[src/rtl/pacman_pkg.sv]
`default_nettype none
// ============================================================================
//  Module      : pacman_pkg
//  Description : Shared game types and frame-rate constants for the Pac-Man
//                controller blocks. One frame equals one frame_clk cycle.
//                Contents:
//                  game_state_t - top-level game state
//                  dir_t        - movement direction encoding
//                  abs_diff10   - unsigned 10-bit absolute difference
//  Revision    : 1.0 - initial release
// ============================================================================
package pacman_pkg;

    typedef enum logic [2:0] {
        IDLE      = 3'd0,
        PLAY      = 3'd1,
        FRIGHT    = 3'd2,
        DYING     = 3'd3,
        GAME_OVER = 3'd4
    } game_state_t;

    typedef enum logic [1:0] {
        DIR_RIGHT = 2'd0,
        DIR_DOWN  = 2'd1,
        DIR_LEFT  = 2'd2,
        DIR_UP    = 2'd3
    } dir_t;

    localparam int c_FRIGHT_FRAMES  = 480;
    localparam int c_WARN_FRAMES    = 120;
    localparam int c_RESPAWN_FRAMES = 90;

    // Larger minus smaller, so the result never wraps.
    function automatic logic [9:0] abs_diff10(input logic [9:0] a, input logic [9:0] b);
        return (a >= b) ? (a - b) : (b - a);
    endfunction

endpackage : pacman_pkg
`default_nettype wire

[src/rtl/ghost_hit_detect.sv]
`default_nettype none
// ============================================================================
//  Module      : ghost_hit_detect
//  Description : Combinational Pac-Man/ghost contact detection. A ghost is in
//                contact when both |dx| and |dy| between the tile centres are
//                strictly below HIT_DIST.
//  Ports       : PacX, PacY       - Pac-Man centre position
//                ghost_x, ghost_y - packed ghost centres, 10 bits per ghost
//                hit              - one contact bit per ghost
//  Revision    : 1.0 - initial release
// ============================================================================
module ghost_hit_detect
    import pacman_pkg::*;
#(
    parameter int NUM_GHOSTS = 4,
    parameter int HIT_DIST   = 8
) (
    input  logic [9:0]              PacX,
    input  logic [9:0]              PacY,
    input  logic [NUM_GHOSTS*10-1:0] ghost_x,
    input  logic [NUM_GHOSTS*10-1:0] ghost_y,
    output logic [NUM_GHOSTS-1:0]   hit
);

    localparam logic [9:0] c_HIT = 10'(HIT_DIST);

    for (genvar i = 0; i < NUM_GHOSTS; i++) begin : g_ghost
        logic [9:0] w_dx;
        logic [9:0] w_dy;
        assign w_dx   = abs_diff10(PacX, ghost_x[i*10 +: 10]);
        assign w_dy   = abs_diff10(PacY, ghost_y[i*10 +: 10]);
        assign hit[i] = (w_dx < c_HIT) && (w_dy < c_HIT);
    end

endmodule : ghost_hit_detect
`default_nettype wire

[src/rtl/life_fright_ctrl.sv]
`default_nettype none
// ============================================================================
//  Module      : life_fright_ctrl
//  Description : Game-state controller for Pac-Man. Tracks lives, frightened
//                mode after power pellets, ghost-eaten events, respawn delay
//                and game over. All outputs are registered.
//  Ports       : frame_clk    - frame clock (one cycle per frame)
//                Reset        - synchronous active-high reset
//                PacX, PacY   - Pac-Man centre position
//                hasMoved     - Pac-Man has stepped since spawn
//                ghost_x/y    - packed ghost centres
//                power_pellet - one-cycle pulse on pellet eaten
//                isDefeated   - life lost, Pac-Man held at spawn
//                death        - game over
//                reversal     - frightened mode active
//                fright_warn  - frightened mode ending soon
//                ghost_eaten  - per-ghost one-cycle eaten pulse
//                lives        - remaining lives
//  Revision    : 1.0 - initial release
// ============================================================================
module life_fright_ctrl
    import pacman_pkg::*;
#(
    parameter int NUM_GHOSTS     = 4,
    parameter int LIVES_INIT     = 3,
    parameter int FRIGHT_FRAMES  = c_FRIGHT_FRAMES,
    parameter int WARN_FRAMES    = c_WARN_FRAMES,
    parameter int RESPAWN_FRAMES = c_RESPAWN_FRAMES,
    parameter int HIT_DIST       = 8
) (
    input  logic                     frame_clk,
    input  logic                     Reset,
    input  logic [9:0]               PacX,
    input  logic [9:0]               PacY,
    input  logic                     hasMoved,
    input  logic [NUM_GHOSTS*10-1:0] ghost_x,
    input  logic [NUM_GHOSTS*10-1:0] ghost_y,
    input  logic                     power_pellet,
    output logic                     isDefeated,
    output logic                     death,
    output logic                     reversal,
    output logic                     fright_warn,
    output logic [NUM_GHOSTS-1:0]    ghost_eaten,
    output logic [1:0]               lives
);

    localparam int c_TMAX = (FRIGHT_FRAMES > RESPAWN_FRAMES) ? FRIGHT_FRAMES : RESPAWN_FRAMES;
    localparam int TW     = $clog2(c_TMAX + 1);

    localparam logic [TW-1:0] c_FRIGHT_LOAD  = TW'(FRIGHT_FRAMES - 1);
    localparam logic [TW-1:0] c_RESPAWN_LOAD = TW'(RESPAWN_FRAMES - 1);
    localparam logic [TW-1:0] c_WARN         = TW'(WARN_FRAMES);
    localparam logic [1:0]    c_LIVES        = 2'(LIVES_INIT);

    game_state_t           r_state;
    logic [TW-1:0]         r_timer;
    logic [NUM_GHOSTS-1:0] r_mask;
    logic                  r_defeated;
    logic                  r_death;
    logic                  r_reversal;
    logic                  r_warn;
    logic [NUM_GHOSTS-1:0] r_ghost_eaten;
    logic [1:0]            r_lives;

    logic [NUM_GHOSTS-1:0] w_hit;
    logic [NUM_GHOSTS-1:0] w_new_eat;
    logic                  w_any_hit;
    logic                  w_revived_hit;
    logic [TW-1:0]         w_timer_dec;

    ghost_hit_detect #(
        .NUM_GHOSTS (NUM_GHOSTS),
        .HIT_DIST   (HIT_DIST)
    ) u_hit (
        .PacX    (PacX),
        .PacY    (PacY),
        .ghost_x (ghost_x),
        .ghost_y (ghost_y),
        .hit     (w_hit)
    );

    assign w_any_hit     = |w_hit;
    assign w_new_eat     = w_hit & ~r_mask;
    // A ghost already eaten this fright has revived and is dangerous again.
    assign w_revived_hit = |(w_hit & r_mask);
    assign w_timer_dec   = r_timer - TW'(1);

    always_ff @(posedge frame_clk) begin
        if (Reset) begin
            r_state       <= IDLE;
            r_timer       <= '0;
            r_mask        <= '0;
            r_defeated    <= 1'b0;
            r_death       <= 1'b0;
            r_reversal    <= 1'b0;
            r_warn        <= 1'b0;
            r_ghost_eaten <= '0;
            r_lives       <= c_LIVES;
        end else begin
            r_ghost_eaten <= '0;
            case (r_state)
                IDLE: begin
                    if (hasMoved) begin
                        r_state <= PLAY;
                    end
                end

                PLAY: begin
                    // Pellet wins over a same-frame contact.
                    if (power_pellet) begin
                        r_state    <= FRIGHT;
                        r_timer    <= c_FRIGHT_LOAD;
                        r_mask     <= '0;
                        r_reversal <= 1'b1;
                        r_warn     <= (c_FRIGHT_LOAD < c_WARN);
                    end else if (w_any_hit) begin
                        r_state    <= DYING;
                        r_lives    <= r_lives - 2'd1;
                        r_timer    <= c_RESPAWN_LOAD;
                        r_defeated <= 1'b1;
                    end
                end

                FRIGHT: begin
                    if (w_revived_hit) begin
                        r_state    <= DYING;
                        r_lives    <= r_lives - 2'd1;
                        r_timer    <= c_RESPAWN_LOAD;
                        r_defeated <= 1'b1;
                        r_reversal <= 1'b0;
                        r_warn     <= 1'b0;
                        r_mask     <= '0;
                    end else begin
                        r_ghost_eaten <= w_new_eat;
                        if (power_pellet) begin
                            r_timer <= c_FRIGHT_LOAD;
                            r_mask  <= r_mask | w_new_eat;
                            r_warn  <= (c_FRIGHT_LOAD < c_WARN);
                        end else if (r_timer == '0) begin
                            r_state    <= PLAY;
                            r_mask     <= '0;
                            r_reversal <= 1'b0;
                            r_warn     <= 1'b0;
                        end else begin
                            r_timer <= w_timer_dec;
                            r_mask  <= r_mask | w_new_eat;
                            r_warn  <= (w_timer_dec < c_WARN);
                        end
                    end
                end

                DYING: begin
                    if (r_timer == '0) begin
                        r_defeated <= 1'b0;
                        if (r_lives == 2'd0) begin
                            r_state <= GAME_OVER;
                            r_death <= 1'b1;
                        end else begin
                            r_state <= IDLE;
                        end
                    end else begin
                        r_timer <= w_timer_dec;
                    end
                end

                GAME_OVER: begin
                    r_death <= 1'b1;
                end

                default: begin
                    r_state <= IDLE;
                end
            endcase
        end
    end

    assign isDefeated  = r_defeated;
    assign death       = r_death;
    assign reversal    = r_reversal;
    assign fright_warn = r_warn;
    assign ghost_eaten = r_ghost_eaten;
    assign lives       = r_lives;

endmodule : life_fright_ctrl
`default_nettype wire

[config.mk]
export PLATFORM = sky130hd
export DESIGN_NAME = life_fright_ctrl
export DESIGN_NICKNAME = d
export VERILOG_FILES = /design/src/rtl/pacman_pkg.sv /design/src/rtl/ghost_hit_detect.sv /design/src/rtl/life_fright_ctrl.sv
export SDC_FILE = /design/constraint.sdc
export NUM_CORES = 1
export LEC_CHECK = 0
export CAP_MARGIN = 20
export CORE_UTILIZATION = 55
export CTS_CLUSTER_SIZE = 10
export DETAILED_ROUTE_END_ITERATION = 8
export PLACE_DENSITY = 0.91
export RECOVER_POWER = 25
export SLEW_MARGIN = 20
export SYNTH_ARGS = -nofsm -noshare
export SYNTH_HDL_FRONTEND = slang
export SYNTH_SLANG_ARGS = --single-unit
[constraint.sdc]
create_clock -name frame_clk -period 6.87 [get_ports frame_clk]
set_clock_uncertainty 0.2 [all_clocks]
set_input_delay 0.687 -clock frame_clk [delete_from_list [all_inputs] [get_ports frame_clk]]
set_output_delay 0.687 -clock frame_clk [all_outputs]
set_load 0.03 [all_outputs]
# == Word-level counts from Yosys, hierarchy flattened ==
# Cells that the tools add are included.
# word_totals
ff_bits,26
input_bits,104
output_inout_bits,10
elab_cells,133
# op_classes
add_sub_neg,18
magnitude_cmp,17
n_eq_ne,14
n_mux,49
bitwise,6
n_reduce_logical,20
# op_table
cell,n
subtractor 10 bit,16
>= comparator 10 bit,8
"less-than comparator 10 x 4 -> 1 bit, second input constant",8
two-way mux 10 bit,8
two-way mux 9 bit,5
one-hot mux 9 bit (3 select lines),1
two-way mux 3 bit,8
two-way mux 4 bit,4
one-hot mux 3 bit (5 select lines),1
"inequality test 2 bit, second input constant",7
two-way mux 1 bit,13
logical NOT 9 bit,1
"less-than comparator 9 x 7 -> 1 bit, second input constant",1
"inequality test 3 bit, second input constant",3
"subtractor 9 x 1 -> 9 bit, second input constant",1
AND 4 bit,2
one-hot mux 4 bit (2 select lines),1
AND reduction 4 bit,2
OR reduction 4 bit,2
"== test 3 x 2 -> 1 bit, second input constant",2
two-way mux 2 bit,3
one-hot mux 1 bit (2 select lines),3
AND reduction 6 bit,1
OR reduction 6 bit,1
other kinds (16),22

# == Longest topological paths before layout ==
# logic_depth
depth_word,10
mapped_depth,15

# == Modules after synthesis ==
# Synthesis repeated with hierarchy kept, for this count alone.
# unflattened
hier_cells,1003
hier_area_um2,7357.1
# modules_own_cells
module,n_inst,cells_per_inst,area_each_um2
ghost_hit_detect,1,842,5944.5
life_fright_ctrl,1,161,1412.6

# == Least setup slack after synthesis ==
# OpenSTA, ideal clock, no wires.
# synth_timing
path_type,input -> register
start,in PacX[5]
end,reg r_timer[5]
arrival_time_ps,3818
setup_slack_ps,2737
path_stages,14
cell_sequence,inv_1 ha_1 buf_6 nand4_2 nor4_4 nor2_1 and2_4 o31a_1 or4_4 nor4_4 a2111oi_4 a211oi_2 o21ai_1 a31o_1
# synth_between
elab_chain_cells,8
# synth_rtl
element,line_no,text
start: declaration,life_fright_ctrl.sv:33,"input logic [9:0] PacX,"
subtractor 10 bit or >= comparator 10 bit (tied branches),pacman_pkg.sv:35,return (a >= b) ? (a - b) : (b - a);
two-way mux 10 bit,pacman_pkg.sv:35,
less-than comparator 10 x 4 -> 1 bit,ghost_hit_detect.sv:32,assign hit[i] = (w_dx < c_HIT) && (w_dy < c_HIT);
logical AND 1 bit,ghost_hit_detect.sv:32,
AND 4 bit,life_fright_ctrl.sv:85,assign w_revived_hit = |(w_hit & r_mask);
OR reduction 4 bit,life_fright_ctrl.sv:85,
two-way mux 9 bit,life_fright_ctrl.sv:125,if (w_revived_hit) begin
one-hot mux 9 bit (3 select lines),life_fright_ctrl.sv:101,case (r_state)
end signal: assignment,life_fright_ctrl.sv:112,r_timer <= c_FRIGHT_LOAD;
end signal: assignment,life_fright_ctrl.sv:128,r_timer <= c_RESPAWN_LOAD;
end signal: assignment,life_fright_ctrl.sv:136,r_timer <= c_FRIGHT_LOAD;
end: declaration,life_fright_ctrl.sv:56,logic [TW-1:0] r_timer;
# Several ways; a longest one is shown, not always the timed one.
# A chain may end at the register's enable or synchronous reset.

# == Worst setup path in the final report ==
# layout_timing
start,in PacX[3]
end,"reg r_warn, in the netlist fright_warn"
# layout_between
elab_chain_cells,8
# layout_rtl
element,line_no,text
subtractor 10 bit or >= comparator 10 bit (tied branches),pacman_pkg.sv:35,
two-way mux 10 bit,pacman_pkg.sv:35,
less-than comparator 10 x 4 -> 1 bit,ghost_hit_detect.sv:32,
logical AND 1 bit,ghost_hit_detect.sv:32,
AND 4 bit *,life_fright_ctrl.sv:85,
OR reduction 4 bit *,life_fright_ctrl.sv:85,
two-way mux 1 bit *,life_fright_ctrl.sv:125,
one-hot mux 1 bit (2 select lines) *,life_fright_ctrl.sv:101,
end signal: assignment,life_fright_ctrl.sv:115,r_warn <= (c_FRIGHT_LOAD < c_WARN);
end signal: assignment,life_fright_ctrl.sv:138,r_warn <= (c_FRIGHT_LOAD < c_WARN);
end signal: assignment,life_fright_ctrl.sv:147,r_warn <= (w_timer_dec < c_WARN);
end: declaration,life_fright_ctrl.sv:61,logic r_warn;
# Every way passes the cells marked *; elsewhere a longest branch is shown, timed or not.

==> qor.csv <==
metric;value;unit
status;finished with violations;
failing checks;DRC;
Gates resized, CTS repair;0;
WHS;0.2555;ns
# Max-Cap Violations;0;
CP endpoint kind;flop;
FP Rows;44;
Critical Path AT;5.63;ns
area grow syn2layout;15.06;%
unrepaired setup endpoints after global routing;false;
root buf cell;clkbuf_16;
headroom to the max-slew limit;35.82;%
Static Leakage;0.004460;uW
flops & latches, synth;26;
mux cell area share after synthesis;1.325;%
fraction of layout cells with a size suffix above 1;3.078;%
Synth Instances;1196;
# nets final;1526;
I/O pin count;114;
Final Cycle Share;82.20;%
GR Overflow Total;0;
main area contributors after synthesis;ha_1 23%, a21oi_1 7.6%, dfxtp_1 6.2%;
initial cell density of the core;57.16;%
die footprint;15770;um^2
simple-gate share of the synthesized area;22.52;%
Final Hold Vio Count;0;
Max Fclk;177.1;MHz
worst-path maximum fanout;10;
crit-path cells;clkdlybuf4s50_1, inv_1, ha_1, and2_1, o21ai_0, o21ai_0, a31oi_1, o31a_1, a31oi_1, and4b_1, a222oi_1, nand2_2, or2_1, a21oi_1;
max-slew violations;0;
P per Cell Area;114.0;nW/um^2
pin count of the biggest net entering global routing;17;
dpl ws;1.187;ns
Gate power share;72.0;%
Post-Synth Adder-Cell Area;22.93;%
Ys Warns;0;
first-pass GRT wire length;40540;um
R2R depth;10;
largest family of logic cells by synthesized area;compound AO/OA/AOI/OAI gates;
Detail Route Antenna Nets;0;
CP startpoint kind;input pin;
r2r setup slk;4.08;ns
post-CTS setup buffers;0;
Clock Power Share;12.9;%
worst r2r src;r_timer[0];
fillers;1252;
Port Buffers;113;
Post-synth EDFFs;0;
CTS H-tree depth;1;
vias per cell;6.465;
P_sw;523.3;uW
Syn Area/Cell;7.025;um^2
post-synthesis cell area;8402;um^2
CTS tree;yes;
RePlAce Congestion;0.9551;
total number of vias;9380;
Die Span X;125.6;um
vias in the first global route;8388;
Setup TNS Final;0;ns
top-count cell post-synth;ha_1;
ys flop type;dfxtp_1;
core area;14700;um^2
sequential share of power;15.1;%
drt total wl;25200;um
initial antenna violation count;0;
Hold Crit Class;reg -> reg;
Reg clk slew, reported paths;0.06;ns
Pint;578.3;uW
dpl hpwl;20300;um
Total GRT Usage;30.89;%
Inserted Clock Buffers;3;
count of different cell masters after synthesis;93;
switch share;47.51;%
top-area cell type share of the netlist area;22.93;%
Longest Clk Path Bufs;2;
Setup Crit Path Kind;in -> reg;
Slowest cell on crit path;a222oi_1;
Crit. Startpoint;PacX[3];
floorplan die height;125.6;um
top post-synthesis cells by count;154 x ha_1, 138 x inv_1, 128 x a21oi_1;
cell taking the most area after synthesis;ha_1;
WP data required;6.86;ns
Hold Buf Count CTS;0;
Power, Total;1102;uW
Synth Area in Compound Gates;34.09;%
DRC;6;
Routed WL per cell;17.37;um
# diodes;0;
worst-margin pin slew;0.9627;ns
fin util;65.76;%
Seq/Total Area, Yosys;6.195;%
VDD IR max;0.09945;mV
Finish-stage setup viols;0;
Pre-Repair DR Iteration Count;7;
Period minus WS final;5.647;ns
crit path capture;fright_warn;
Post-Synth XOR/XNOR Area;4.483;%
crit-path max cell delay;0.74;ns
Synth Net Count;1454;
CTS sink cnt;26;
post-layout worst setup margin;1.223;ns
Initial DRC Count;736;
asr flop ratio synth;0;%
Worst-Skew Late Latency;0.26;ns
worst r2r dst;r_timer[2];
[power groups by stage]
| stage | registers (uW) | clock network (uW) | logic, uW |
|---|---|---|---|
| finish | 167 | 142 | 793 |
| global route | 168 | 149 | 866 |
| CTS | 166 | 141 | 774 |
| detailed placement | 169 | 0 | 767 |
| global placement | 169 | 0 | 757 |
| floorplan | 168 | 0 | 556 |
[metal layers]
| metal | track usage (%) | wire length (um) | share of wire (%) |
|---|---|---|---|
| met2 | 51.60 | 11290 | 45 |
| met3 | 2.567 | 2036 | 8.1 |
| met1 | 41.32 | 10920 | 43 |
| met4 | 11.26 | 946 | 3.8 |
| met5 | 0 | 0 | 0 |
[how the worst min path moves through the flow]
stage                         start             end  slack (ns)  depth (start not counted)
after floorplan           r_mask[3]  ghost_eaten[3]        0.23                          1
after CTS                     death           death        0.26                          2
after global routing      r_mask[1]  ghost_eaten[1]        0.30                          1
after global placement        death           death        0.24                          2
after detailed placement      death           death        0.25                          2
final                         death           death        0.26                          2
[cells by family (layout without fill, tap and decap cells)]
logic type | Yosys count | in the layout
buf+inv | 185 | 256
flops | 26 | 26
mux | 11 | 11
fa+ha+maj | 154 | 154
xor+xnor | 43 | 43
simple gates | 355 | 355
compound gates | 422 | 422
[sequential cells by signal, indices dropped and copies added, names as in the netlist]
register / count
r_timer: 9
lives: 2
r_mask: 4
r_state: 3
death: 1
ghost_eaten: 4
isDefeated: 1
fright_warn: 1
reversal: 1
[layout by cell type (no fill, tap or decap), types with 6 or more instances in the layout]
cell type and instances:
dlygate4sd3_1 9, dfxtp_1 26, xor2_1 16, a21oi_1 128, o31a_1 6, o211ai_1 15, xnor2_1 27, nor3_1 25
inv_1 138, nand2_1 74, clkdlybuf4s50_1 104, nor2b_1 17, or2_2 7, a21o_1 29, o31ai_1 12, or3_1 18
nor4_1 14, mux2i_1 10, o21ai_1 9, ha_1 154, and2_1 14, o21a_1 16, nor2_1 69, a211oi_1 11
o21ai_0 70, o2111ai_1 10, a31oi_1 16, nand4_1 18, nand3_1 30, and3_1 15, a221o_1 10, nand2b_1 19
[critical path: cells and delay by family]
kind | cells | cell delay (ns)
AOI/OAI and AO/OA | 7 | 2.46
adders and majority gates | 1 | 0.51
buffers and inverters | 2 | 0.96
and+or+nand+nor | 4 | 1.03
[area by class of cell]
| type | instances | area [um^2] | area share [%] |
|---|---|---|---|
| multi-input combinational | 985 | 7171 | 74.18 |
| timing repair buffer | 114 | 1139 | 11.78 |
| sequential | 26 | 520.5 | 5.384 |
| inverter | 138 | 518.0 | 5.359 |
| tap | 184 | 230.2 | 2.382 |
| clock buffer | 4 | 88.84 | 0.9190 |
[stage by stage]
| stage | instances | area [um^2] |
|---|---|---|
| global route | 1451 | 9667 |
| floorplan | 1196 | 8402 |
| CTS | 1451 | 9667 |
| detailed placement | 1447 | 9578 |
| finish | 1451 | 9667 |
| global placement | 1447 | 9578 |
(Power assumes the default switching activity.)
